--- src/rtl/codec_i2s_tx_pkg.sv ---
// Shared audio definitions for the filter chain and codec blocks.
// Holds sample/slot widths, channel indices and the channel-to-strobe-bit mapping.
package codec_i2s_tx_pkg;

    localparam int unsigned SAMPLE_W = 24;
    localparam int unsigned SLOT_W   = 32;
    localparam int unsigned NUM_CH   = 2;

    localparam int unsigned CH_L = 0;
    localparam int unsigned CH_R = 1;

    typedef logic [SAMPLE_W-1:0] sample_t;

    // Which din_valid bit carries the write strobe for a given channel.
    function automatic int unsigned ch_valid_bit(input int unsigned ch);
        return ch;
    endfunction

endpackage

--- src/rtl/codec_i2s_tx_clk_gen.sv ---
// I2S master clock generator: divides clk into bclk, tracks the bit position
// within the stereo frame and derives lrclk plus slot-load strobes.
// Ports:
//   clk, rst          - system clock, async active-high reset
//   bclk, lrclk       - registered I2S bit clock / word select
//   bit_cnt           - bit position 0..2*SLOT_W-1, advances on bclk falls
//   bclk_fall_c       - high in the clk cycle whose edge takes bclk 1->0
//   slot_load_l_c/_r_c- high in the cycle where bit_cnt becomes 0 / SLOT_W
module codec_clk_gen #(
    parameter int unsigned BCLK_DIV = 16,
    parameter int unsigned SLOT_W   = codec_i2s_tx_pkg::SLOT_W
) (
    input  logic                          clk,
    input  logic                          rst,
    output logic                          bclk,
    output logic                          lrclk,
    output logic [$clog2(2*SLOT_W)-1:0]   bit_cnt,
    output logic                          bclk_fall_c,
    output logic                          slot_load_l_c,
    output logic                          slot_load_r_c
);
    import codec_i2s_tx_pkg::*;

    localparam int unsigned DIV_W = (BCLK_DIV > 2) ? $clog2(BCLK_DIV) : 1;
    localparam int unsigned CNT_W = $clog2(2*SLOT_W);
    localparam logic [DIV_W-1:0] DIV_TC = DIV_W'(BCLK_DIV-1);
    localparam logic [CNT_W-1:0] CNT_TC = CNT_W'(2*SLOT_W-1);
    localparam logic [CNT_W-1:0] CNT_R  = CNT_W'(SLOT_W);

    logic [DIV_W-1:0] div_q, div_d;
    logic             bclk_q, bclk_d;
    logic             lrclk_q, lrclk_d;
    logic [CNT_W-1:0] bit_cnt_q, bit_cnt_d;

    // Divider wrap toggles bclk; the 1->0 toggle advances the bit counter.
    always_comb begin
        div_d         = div_q;
        bclk_d        = bclk_q;
        lrclk_d       = lrclk_q;
        bit_cnt_d     = bit_cnt_q;
        bclk_fall_c   = 1'b0;
        slot_load_l_c = 1'b0;
        slot_load_r_c = 1'b0;
        if (div_q == DIV_TC) begin
            div_d  = '0;
            bclk_d = ~bclk_q;
            if (bclk_q) begin
                bclk_fall_c   = 1'b1;
                bit_cnt_d     = (bit_cnt_q == CNT_TC) ? '0 : bit_cnt_q + 1'b1;
                lrclk_d       = (bit_cnt_d >= CNT_R);
                slot_load_l_c = (bit_cnt_d == '0);
                slot_load_r_c = (bit_cnt_d == CNT_R);
            end
        end else begin
            div_d = div_q + 1'b1;
        end
    end

    always_ff @(posedge clk or posedge rst) begin
        if (rst) begin
            div_q     <= '0;
            bclk_q    <= 1'b0;
            lrclk_q   <= 1'b0;
            bit_cnt_q <= '0;
        end else begin
            div_q     <= div_d;
            bclk_q    <= bclk_d;
            lrclk_q   <= lrclk_d;
            bit_cnt_q <= bit_cnt_d;
        end
    end

    assign bclk    = bclk_q;
    assign lrclk   = lrclk_q;
    assign bit_cnt = bit_cnt_q;

endmodule

--- src/rtl/codec_i2s_tx.sv ---
// Stereo I2S master transmitter: buffers one sample per channel and
// serialises it MSB first with the standard one-bclk delay after lrclk.
// Ports:
//   clk, rst        - system clock, async active-high reset
//   din_valid, din  - per-channel sample write strobe and shared sample bus
//   frame_req       - pulse at each left-slot start (upstream pacing)
//   underrun        - per-channel pulse when a slot repeats a stale sample
//   overrun         - per-channel pulse when an unconsumed sample is overwritten
//   codec_bclk/lrclk/sdata - I2S interface to the DAC
module codec_i2s_tx #(
    parameter int unsigned BCLK_DIV = 16,
    parameter int unsigned SAMPLE_W = codec_i2s_tx_pkg::SAMPLE_W,
    parameter int unsigned SLOT_W   = codec_i2s_tx_pkg::SLOT_W
) (
    input  logic                                 clk,
    input  logic                                 rst,
    input  logic [codec_i2s_tx_pkg::NUM_CH-1:0]  din_valid,
    input  logic [SAMPLE_W-1:0]                  din,
    output logic                                 frame_req,
    output logic [codec_i2s_tx_pkg::NUM_CH-1:0]  underrun,
    output logic [codec_i2s_tx_pkg::NUM_CH-1:0]  overrun,
    output logic                                 codec_bclk,
    output logic                                 codec_lrclk,
    output logic                                 codec_sdata
);
    import codec_i2s_tx_pkg::*;

    localparam int unsigned CNT_W = $clog2(2*SLOT_W);

    logic             bclk_fall, load_l, load_r;
    logic [CNT_W-1:0] bit_cnt, cnt_nxt, n_nxt;
    logic             ch_nxt;
    logic [NUM_CH-1:0] load;

    logic [NUM_CH-1:0][SAMPLE_W-1:0] hold_q, hold_d, shift_q, shift_d;
    logic [NUM_CH-1:0] fresh_q, fresh_d, armed_q, armed_d;
    logic [NUM_CH-1:0] underrun_q, underrun_d, overrun_q, overrun_d;
    logic              frame_req_q, frame_req_d;
    logic              sdata_q, sdata_d;

    codec_clk_gen #(
        .BCLK_DIV (BCLK_DIV),
        .SLOT_W   (SLOT_W)
    ) u_clk_gen (
        .clk           (clk),
        .rst           (rst),
        .bclk          (codec_bclk),
        .lrclk         (codec_lrclk),
        .bit_cnt       (bit_cnt),
        .bclk_fall_c   (bclk_fall),
        .slot_load_l_c (load_l),
        .slot_load_r_c (load_r)
    );

    // Bit position about to be entered on this bclk fall, and its slot/offset.
    assign cnt_nxt = (bit_cnt == CNT_W'(2*SLOT_W-1)) ? '0 : bit_cnt + 1'b1;
    assign ch_nxt  = (cnt_nxt >= CNT_W'(SLOT_W));
    assign n_nxt   = ch_nxt ? cnt_nxt - CNT_W'(SLOT_W) : cnt_nxt;

    always_comb begin
        load              = '0;
        load[1'(CH_L)]    = load_l;
        load[1'(CH_R)]    = load_r;
    end

    // Serialiser, slot loads and input buffering.
    always_comb begin
        hold_d      = hold_q;
        shift_d     = shift_q;
        fresh_d     = fresh_q;
        armed_d     = armed_q;
        underrun_d  = '0;
        overrun_d   = '0;
        frame_req_d = load_l;
        sdata_d     = sdata_q;

        if (bclk_fall) begin
            if (n_nxt != '0 && n_nxt <= CNT_W'(SAMPLE_W)) begin
                sdata_d          = shift_q[ch_nxt][SAMPLE_W-1];
                shift_d[ch_nxt]  = shift_q[ch_nxt] << 1;
            end else begin
                sdata_d = 1'b0;
            end
        end

        for (int unsigned ch = 0; ch < NUM_CH; ch++) begin
            // Load consumes the old hold value; a same-cycle write refills for next frame.
            if (load[1'(ch)]) begin
                shift_d[1'(ch)]    = hold_q[1'(ch)];
                fresh_d[1'(ch)]    = 1'b0;
                underrun_d[1'(ch)] = armed_q[1'(ch)] & ~fresh_q[1'(ch)];
            end
            if (din_valid[1'(ch_valid_bit(ch))]) begin
                hold_d[1'(ch)]    = din;
                overrun_d[1'(ch)] = fresh_q[1'(ch)] & ~load[1'(ch)];
                fresh_d[1'(ch)]   = 1'b1;
                armed_d[1'(ch)]   = 1'b1;
            end
        end
    end

    always_ff @(posedge clk or posedge rst) begin
        if (rst) begin
            hold_q      <= '0;
            shift_q     <= '0;
            fresh_q     <= '0;
            armed_q     <= '0;
            underrun_q  <= '0;
            overrun_q   <= '0;
            frame_req_q <= 1'b0;
            sdata_q     <= 1'b0;
        end else begin
            hold_q      <= hold_d;
            shift_q     <= shift_d;
            fresh_q     <= fresh_d;
            armed_q     <= armed_d;
            underrun_q  <= underrun_d;
            overrun_q   <= overrun_d;
            frame_req_q <= frame_req_d;
            sdata_q     <= sdata_d;
        end
    end

    assign frame_req   = frame_req_q;
    assign underrun    = underrun_q;
    assign overrun     = overrun_q;
    assign codec_sdata = sdata_q;

endmodule

--- config.mk ---
export PLATFORM = sky130hd
export DESIGN_NAME = codec_i2s_tx
export DESIGN_NICKNAME = d
export VERILOG_FILES = /design/src/rtl/codec_i2s_tx_pkg.sv /design/src/rtl/codec_i2s_tx_clk_gen.sv /design/src/rtl/codec_i2s_tx.sv
export SDC_FILE = /design/constraint.sdc
export NUM_CORES = 1
export LEC_CHECK = 0
export CAP_MARGIN = 20
export CORE_UTILIZATION = 35
export DETAILED_ROUTE_END_ITERATION = 10
export MAX_ROUTING_LAYER = met4
export PLACE_DENSITY_LB_ADDON = 0.25
export SLEW_MARGIN = 5
export SYNTH_ARGS = -nofsm -noshare
export SYNTH_HDL_FRONTEND = slang
export SYNTH_SLANG_ARGS = --single-unit
--- constraint.sdc ---
create_clock -name clk -period 4.8 [get_ports clk]
set_clock_uncertainty 0.15 [all_clocks]
set_input_delay 1.44 -clock clk [delete_from_list [all_inputs] [get_ports clk]]
set_output_delay 1.44 -clock clk [all_outputs]
set_load 0.1 [all_outputs]
After elaboration in Yosys (flattened, before gate mapping)
Index checks and enable logic that the tools add are counted.
{"block": "word_totals", "in_bits": 28, "reg_bits": 118, "out_inout_bits": 8}
{"block": "classes", "reduce_logical": 13, "bitwise_logic": 9, "add_sub_neg": 3, "magnitude_cmp": 4, "eq_ne": 3, "mux": 27}
{"cell": "24-bit two-way mux", "count": 5}
{"cell": "48-bit two-way mux", "count": 2}
{"cell": "48-bit bitwise mux", "count": 1}
{"cell": "24-bit demux with 1-bit select", "count": 1}
{"cell": "1-bit two-way mux", "count": 15}
{"cell": "6-bit equality test (second input constant)", "count": 2}
{"cell": "6-bit two-way mux", "count": 2}
{"cell": "2-bit nonzero test", "count": 6}
{"cell": "6-bit by 1-bit adder with 6-bit output (second input constant)", "count": 1}
{"cell": "6-bit >= comparator (second input constant)", "count": 1}
{"cell": "6-bit by 5-bit <= comparator with 1-bit output (second input constant)", "count": 1}
{"cell": "6-bit logical NOT", "count": 1}
{"cell": "2-bit AND reduction", "count": 3}
{"cell": "6-bit nonzero test", "count": 1}
{"cell": "6-bit subtractor (second input constant)", "count": 1}
{"cell": "1-bit inverter", "count": 5}
{"cell": "4-bit by 1-bit adder with 4-bit output (second input constant)", "count": 1}
{"cell": "1-bit bitwise AND", "count": 4}
{"cell": "4-bit equality test (second input constant)", "count": 1}
{"cell": "4-bit two-way mux", "count": 1}
{"cell": "1-bit logical AND", "count": 2}
{"cell": "1-bit by 2-bit less-than comparator with 1-bit output (second input constant)", "count": 1}
{"cell": "1-bit >= comparator (second input constant)", "count": 1}

Depth between registers and ports, before layout
Gate-level depths: netlist of run 1.
{"block": "logic_depth", "depth_word": 11, "mapped_depth": 8, "depth_no_buf": 7}

Hierarchy
From an unflattened synthesis of run 1, not the netlist that was laid out.
{"block": "hier_totals", "hier_cells": 458, "hier_area_um2": 5260.0}
{"module": "codec_i2s_tx", "seq_area_each_um2": 2652.5, "area_each_um2": 4603.2, "cells_each": 393, "n_inst": 1}
{"module": "codec_clk_gen", "seq_area_each_um2": 300.3, "area_each_um2": 656.9, "cells_each": 65, "n_inst": 1}

Worst setup path after synthesis of run 1
Ideal clock, no wire load.
{"block": "synth_timing", "path_kind": "input port to flip-flop", "from": "input port din_valid[1] in the netlist's numbering", "to": "register hold_q[31] in the netlist's numbering", "path_slack_ps": 2047, "arrival_ps": 2478, "n_path_buf": 2, "setup_ps": 125, "cell_stages": 3, "cell_sequence": "clkbuf_1 > buf_1 > mux2_2"}
{"item": "start, declared", "line_no": "codec_i2s_tx.sv:17", "rtl": "input logic [codec_i2s_tx_pkg::NUM_CH-1:0] din_valid,"}
{"item": "end signal, assigned", "line_no": "codec_i2s_tx.sv:113", "rtl": "hold_q <= hold_d;"}
{"item": "end, declared", "line_no": "codec_i2s_tx.sv:35", "rtl": "logic [NUM_CH-1:0][SAMPLE_W-1:0] hold_q, hold_d, shift_q, shift_d;"}
No word-level cell between the ends.

Worst setup path after layout of run 1
{"block": "layout_timing", "from": "register u_clk_gen.bclk_q, in the netlist u_clk_gen.bclk", "to": "output port codec_bclk"}
{"item": "start, declared", "line_no": "codec_i2s_tx_clk_gen.sv:31", "rtl": "logic bclk_q, bclk_d;"}
{"item": "start signal, assigned", "line_no": "codec_i2s_tx_clk_gen.sv:67", "rtl": "bclk_q <= bclk_d;"}
{"item": "end, declared", "line_no": "codec_i2s_tx.sv:22", "rtl": "output logic codec_bclk,"}
No word-level cell between the ends.

==> results of run 1 <==
[Yosys cell counts, types with 2 or more instances]
| master | count |
|---|---|
| a211o_1 | 2 |
| a21o_1 | 4 |
| a21oi_1 | 27 |
| a2bb2oi_1 | 4 |
| a2bb2oi_2 | 19 |
| and2_1 | 3 |
| and3_1 | 3 |
| buf_1 | 2 |
| buf_2 | 10 |
| buf_6 | 4 |
| clkbuf_1 | 10 |
| dfrtp_1 | 118 |
| ha_1 | 3 |
| inv_1 | 8 |
| mux2_2 | 47 |
| mux2i_1 | 24 |
| nand2_1 | 10 |
| nand3_1 | 6 |
| nor2_1 | 27 |
| nor2b_1 | 2 |
| nor3_1 | 3 |
| nor3b_1 | 2 |
| o21a_1 | 2 |
| o21ai_0 | 7 |
| o22ai_1 | 25 |
| o31ai_1 | 2 |
| or2_2 | 2 |
| or3_1 | 2 |
| xnor2_1 | 3 |
| xor2_1 | 3 |
[final cells by class]
cell class | instances | area, sq um | area share, %
clock buffers | 29 | 551 | 8.91
clock inverters | 2 | 10.0 | 0.162
inverters | 8 | 32.5 | 0.527
multi-input cells | 240 | 1960 | 31.8
flip-flops and latches | 118 | 2950 | 47.8
well taps | 180 | 225 | 3.65
repair buffers | 44 | 443 | 7.17
[cells in the final DEF (no fill, tap or decap), drive strengths merged, types with 2 or more instances in the layout]
cell           netlist  final
buf                 16      9
a21boi               2      2
or3                  2      2
clkbuf              10     29
a211o                2      2
a21oi               27     27
a21o                 4      4
o31ai                2      2
xor2                 3      3
ha                   3      3
a2bb2oi             23     23
mux2i               24     24
or2                  2      2
o21a                 2      2
nand3                6      6
nor2b                2      2
nor3b                2      2
o21ai                7      7
nor2                27     27
xnor2                3      3
clkdlybuf4s50        0     35
dfrtp              118    118
clkinv               0      2
inv                  8      8
mux2                47     47
and3                 3      3
nand2               10     10
o22ai               25     25
nor3                 3      3
and2                 3      3
[flip-flops by register name (all words and copies together), names as in the netlist]
| signal | cells |
|---|---|
| u_clk_gen.bclk | 1 |
| fresh_q | 2 |
| u_clk_gen.bit_cnt | 6 |
| u_clk_gen.lrclk | 1 |
| hold_q | 48 |
| frame_req | 1 |
| codec_sdata | 1 |
| shift_q | 48 |
| armed_q | 2 |
| overrun | 2 |
| u_clk_gen.div_q | 4 |
| underrun | 2 |
[power groups by stage]
| stage | Sequential (W) | Combinational [W] | Clock [W] |
|---|---|---|---|
| after floorplan | 0.00107 | 0.0000646 | 0 |
| after global placement | 0.00108 | 0.000115 | 0 |
| after detailed placement | 0.00108 | 0.000118 | 0 |
| after CTS | 0.00106 | 0.000118 | 0.00120 |
| after global routing | 0.00106 | 0.000126 | 0.00125 |
| final | 0.00106 | 0.000114 | 0.00117 |
[how the worst min path moves through the flow]
stage                   to  slack (ps)  depth (start not counted)
3_3_place_gp   underrun[1]         290                          1
3_5_place_dp   underrun[1]         300                          1
6_report       underrun[0]         300                          1
4_1_cts        underrun[1]         310                          1
2_1_floorplan  underrun[0]         270                          1
5_1_grt        underrun[1]         330                          1
[per-stage QoR]
step                      area (sq um)  setup WS, ps  cells  utilization [%]
after floorplan                   5070          80.9    392                -
after global placement            5600          1690    589             40.0
after detailed placement          5620          1600    590             40.2
after CTS                         6180          1240    621             44.2
after global routing              6180          1210    621             44.2
final                             6180          1270    621             44.2
[layer usage]
layer | GRT usage, % | up-vias
met5 | - | -
met4 | 5.95 | 0
met3 | 5.30 | 7
met2 | 23.3 | 58
met1 | 19.5 | 1621
li1 | - | 1493
[logic make-up after synthesis]
| kind of cell | share of synthesized area, % |
|---|---|
| DFF | 58.3 |
| adders and majority gates | 0.741 |
| muxes | 15.2 |
| buffers and inverters | 3.36 |
| xor gates and xnor gates | 1.04 |
| and+or+nand+nor | 5.80 |
| AOI/OAI and AO/OA | 15.6 |
==> results by group, run 1 <==
Worst setup path
  – Crit path to: codec_bclk
  – Critical-path cell list: clkdlybuf4s50_1
  – CP top delay family: buffers and inverters
  – Crit. path cell count: 1
  – CP Buf/Inv Count: 1
  – WS Path Type: flip-flop to primary output
  – Worst setup EP type: primary output
  – Slowest stage cell, crit path: clkdlybuf4s50_1
  – R2R depth: 7
  – Worst r2r dst: shift_q[44]
  – WP data required: 3210 ps
  – Crit Path Max Fanout: 4
  – Startpoint type of the worst setup path: flip-flop
  – Worst EP arrival: ~1900 ps
  – Reg2reg setup slack: about 1600 ps
  – Slowest stage delay, CP: 1150 ps
  – Worst Setup SP: u_clk_gen.bclk
  – Worst r2r src: u_clk_gen.bit_cnt[0]

Synthesis
  – Post-synthesis cell type count: 38
  – Mapped Cells: 392
  – Synth top area cells: dfrtp_1, mux2_2, a2bb2oi_2, mux2i_1, o22ai_1
  – Number of synthesis warnings: 0
  – Yosys reg bits: about 120
  – Synthesized cell area: 5070 sq um
  – Mean cell area of the mapped netlist: 12.9 sq um
  – Net Count, Synth: between 400 and 500
  – Post-synthesis sequential area ratio: 58.3%
  – Number of enable flip-flop cells after synthesis: 0
  – FFs w/ async S/R, synth: 100%
  – Top-area cell type share of the netlist area: between 50% and 60%
  – Predominant post-synthesis flop cell: dfrtp_1
  – Area leader, netlist: dfrtp_1

Finish
  – Nets@finish: 460
  – Share of cells above drive strength 1: roughly 25%
  – Final-layout fill cell count: ~1300
  – Synth-to-layout area growth: 21.9%
  – Antenna diodes: 0

Pwr
  – Combinational share of power: approximately 4.9%
  – Reg power frac: 45.1%
  – P_int: between 0.0015 and 0.002 W
  – Power density cells: between 300 and 400 nW/um^2
  – Clock power frac: between 50% and 60%
  – Sw Share: 20.6%
  – Sw Pwr: 0.000484 W
  – Worst IR drop on VDD: 0.000261 V
  – Leakage: 2.78 nW
  – Tot Pwr: roughly 0.0023 W

GRT
  – GRT Resource Usage Total: between 15 and 20%
  – Largest net degree at the start of global routing: between 50 and 60
  – First-pass GRT wire length: ~17000 um
  – Initial antenna violation count: 0
  – Vias in the first global route: approximately 3300
  – Aggregate global routing overflow: 0

Clocking
  – Cts hold-fix bufs: 0
  – Clk sinks: 118
  – CTS tree: yes
  – TritonCTS Buffers: 17
  – PostCTS Resize Cnt: 0
  – Clock tree root buffer cell: clkbuf_16
  – Deepest clock path buffer count: 2
  – Clock-pin slew on the worst setup and hold paths: approximately 50 ps
  – CTS H-tree lvls: 4
  – Number of post-CTS setup repair buffers: 0
  – Clock latency on the worst-skew pair: 410 ps

STA
  – Fin Setup TNS: 0 ps
  – Hold slack: about 300 ps
  – Setup Viol. Count Final: 0
  – Final Critical Period: about 3500 ps
  – Final hold violations: 0
  – Tightest Pin Transition: 966 ps
  – Slew Viols, Final: 0
  – Part of the cycle the worst path needs: 73.5%
  – Rel. slew slack: between 30% and 40%
  – Fmax: 284 MHz
  – Unrepaired setup endpoints after global routing: false

Placed design
  – Hpwl dp: between 6000 and 7000 um
  – IO buf count: 35
  – GPL Wtd Cong: 0.740

Floorplan
  – Starting Density: between 30% and 40%
  – Die area: between 10000 and 15000 sq um
  – Ports: 36
  – Die width: between 100 and 150 um
  – Die Span Y: about 120 um
  – Site Rows: 43
  – Total core area: approximately 14000 sq um

Status
  – Status: finished clean

Job
  – Max Cap Viol: 0

Detailed routing
  – Antenna Nets Post-Route: 0
  – DR vias/cell: about 5
  – Met1 wire length: about 4700 um
  – WL/cell: approximately 16 um
  – Highest routed layer: met4
  – WL met3: around 330 um
  – Detailed Route Iter0 Violations: ~190
  – Routed WL: about 10000 um
  – DR vias: roughly 3200
  – DRC: 0
  – Met2 routed WL: around 4700 um
  – Pre-Repair DR Iteration Count: 4

Worst hold path
  – Hold_sp: fresh_q[0]
  – Hold Crit Class: flip-flop to flip-flop
(Power assumes the default switching activity.)
==> run 2, diff against run 1 <==
==> constraint.sdc (replaced) <==
create_clock -name clk -period 3.55 [get_ports clk]
set_clock_uncertainty 0.15 [all_clocks]
set_input_delay 1.065 -clock clk [delete_from_list [all_inputs] [get_ports clk]]
set_output_delay 1.065 -clock clk [all_outputs]
set_load 0.1 [all_outputs]
==> run 2 against run 1 <==
Sequential power increased by 35%. Count of clock-buffer cells in the layout shrank 5. Sequential share of layout area barely moved. Routed wire length down 2.8%. Largest power group unchanged. Highest routed layer unchanged. Worst hold slack worse by 7.6 ps. Non-clock buffer count rose by 1. Via count down 2.0%. Cell count rose by 0.32%.
==> results by group, run 2 (synthesis gave the netlist of run 1 again) <==
GRT
  – GRT Resource Usage Total: 15.0% (was 15.6%)
  – Largest net degree at the start of global routing: 71 (was 51)
  – First-pass GRT wire length: 16400 um (was 17000 um)
  – Aggregate global routing overflow: 0 (unchanged)
  – Initial antenna violation count: 0 (unchanged)
  – Vias in the first global route: 3255 (was 3277)

Worst setup path
  – Worst Setup SP: u_clk_gen.bit_cnt[1] (was u_clk_gen.bclk)
  – Crit path to: shift_q[29] (was codec_bclk)
  – Startpoint type of the worst setup path: flip-flop (unchanged)
  – Worst r2r dst: shift_q[29] (was shift_q[44])
  – Worst setup EP type: flip-flop (was primary output)
  – Crit Path Max Fanout: 24 (was 4)
  – WP data required: 3740 ps (was 3210 ps)
  – Worst r2r src: u_clk_gen.bit_cnt[1] (was u_clk_gen.bit_cnt[0])
  – R2R depth: 8 (was 7)
  – Reg2reg setup slack: 660 ps (was 1590 ps)
  – Worst EP arrival: 3090 ps (was 1940 ps)
  – WS Path Type: flip-flop to flip-flop (was flip-flop to primary output)

STA
  – Fmax: roughly 350 MHz
  – Rel. slew slack: 49.3% (was 35.4%)
  – Unrepaired setup endpoints after global routing: false (unchanged)
  – Tightest Pin Transition: 761 ps (was 966 ps)
  – Slew Viols, Final: 0 (unchanged)
  – Final hold violations: 0 (unchanged)
  – Final Critical Period: 2890 ps
  – Setup Viol. Count Final: 0 (unchanged)
  – Part of the cycle the worst path needs: 81.5%
  – Fin Setup TNS: 0 ps (unchanged)

Floorplan
  – Die Span Y: 122 um (unchanged)
  – Starting Density: 36.2% (unchanged)
  – Die area: 15000 sq um (unchanged)
  – Site Rows: 43 (unchanged)
  – Ports: 36 (unchanged)
  – Die width: 122 um (unchanged)
  – Total core area: 14000 sq um (unchanged)

Detailed routing
  – Pre-Repair DR Iteration Count: 6 (was 4)
  – Antenna Nets Post-Route: 0 (unchanged)
  – DR vias: 3116 (was 3179)
  – Routed WL: 9580 um (was 9860 um)
  – DR vias/cell: 5.00 (was 5.12)
  – DRC: 0 (unchanged)
  – Detailed Route Iter0 Violations: 167 (was 188)
  – WL/cell: 15.4 um (was 15.9 um)

Clocking
  – Clk sinks: 118 (unchanged)
  – Clock-pin slew on the worst setup and hold paths: 50 ps (about the same)
  – PostCTS Resize Cnt: 0 (unchanged)
  – Deepest clock path buffer count: 2 (unchanged)
  – Cts hold-fix bufs: 0 (unchanged)
  – CTS H-tree lvls: 4 (unchanged)
  – Clock tree root buffer cell: clkbuf_16 (unchanged)
  – CTS tree: yes (unchanged)
  – TritonCTS Buffers: 17 (unchanged)
  – Clock latency on the worst-skew pair: 420 ps (was 410 ps)
  – Number of post-CTS setup repair buffers: 0 (unchanged)

Placed design
  – Hpwl dp: 6240 um (was 6210 um)
  – IO buf count: 35 (unchanged)
  – GPL Wtd Cong: 0.776 (was 0.740)

Pwr
  – Tot Pwr: 0.00322 W (was 0.00235 W)
  – Sw Pwr: 0.000673 W (was 0.000484 W)
  – Worst IR drop on VDD: 0.000336 V (was 0.000261 V)
  – Clock power frac: 50.9% (was 50.0%)
  – Combinational share of power: 4.7% (was 4.9%)
  – Leakage: 2.80 nW (was 2.78 nW)
  – Power density cells: 522 nW/um^2 (was 380 nW/um^2)
  – Reg power frac: 44.4% (was 45.1%)
  – Sw Share: 20.9% (was 20.6%)
  – P_int: 0.00255 W (was 0.00186 W)

Finish
  – Most frequent cells in the layout: dfrtp_1, mux2_2, clkdlybuf4s50_1 (unchanged)
  – Share of cells above drive strength 1: 27.8% (was 24.9%)
  – Antenna diodes: 0 (unchanged)
  – Nets@finish: 461 (was 460)
  – Final-layout fill cell count: 1314 (was 1279)
  – Commonest non-fill, non-tap cell in the layout: dfrtp_1 (unchanged)
  – Synth-to-layout area growth: 21.9% (about the same)

Job
  – Max Cap Viol: 0 (unchanged)

Worst hold path
  – Hold Crit Class: flip-flop to flip-flop (unchanged)

Status
  – Status: finished clean (unchanged)
[run 2: power groups by stage]
stage | registers, W | clock network, W | logic [W]
2_1_floorplan | 0.00145 | 0 | 0.0000877
3_5_place_dp | 0.00146 | 0 | 0.000156
3_3_place_gp | 0.00145 | 0 | 0.000152
5_1_grt | 0.00144 | 0.00175 | 0.000167
6_report | 0.00143 | 0.00164 | 0.000152
4_1_cts | 0.00143 | 0.00168 | 0.000157
[run 2: metrics by stage]
step	cell area [sq um]	hold WS (ps)	utilization [%]	instances	setup slack [ps]
CTS	6170	297	44.1	623	635
detailed placement	5590	288	40.0	591	657
floorplan	5070	273	-	392	894
global placement	5590	286	40.0	591	757
global route	6170	330	44.1	623	410
finish	6170	296	44.1	623	656
[run 2: worst max-delay path, stage by stage, from the launching register on]
cell and delay, ps:
dfrtp_1 430, ha_1 290, nor3_1 320, a21oi_1 90, or3_1 360, buf_4 230
a21boi_4 450, buf_4 320, a2bb2oi_2 160
[run 2: routing by layer]
layer / part of all wire [%] / track usage (%) / vias to the layer above
li1: - / - / 1503
met2: 48 / 22.8 / 43
met5: 0 / - / -
met3: 3.1 / 5.44 / 18
met1: 47 / 17.8 / 1552
met4: 2.3 / 6.94 / 0
[run 2: layout make-up]
class	count	area, sq um	area share [%]
Multi-Input combinational cell	240	1960	31.8
Inverter	8	33.8	0.547
Tap cell	180	225	3.65
Clock buffer	24	512	8.29
Clock inverter	8	70.1	1.13
Timing Repair Buffer	45	418	6.77
Sequential cell	118	2950	47.8
[run 2: how the worst min path moves through the flow]
stage,start,end,cells past startpoint
after floorplan,fresh_q[0],underrun[0],1
after global placement,fresh_q[0],underrun[0],1
after detailed placement,fresh_q[1],underrun[1],1
after CTS,fresh_q[0],underrun[0],1
after global routing,fresh_q[1],underrun[1],1
final,fresh_q[1],underrun[1],1
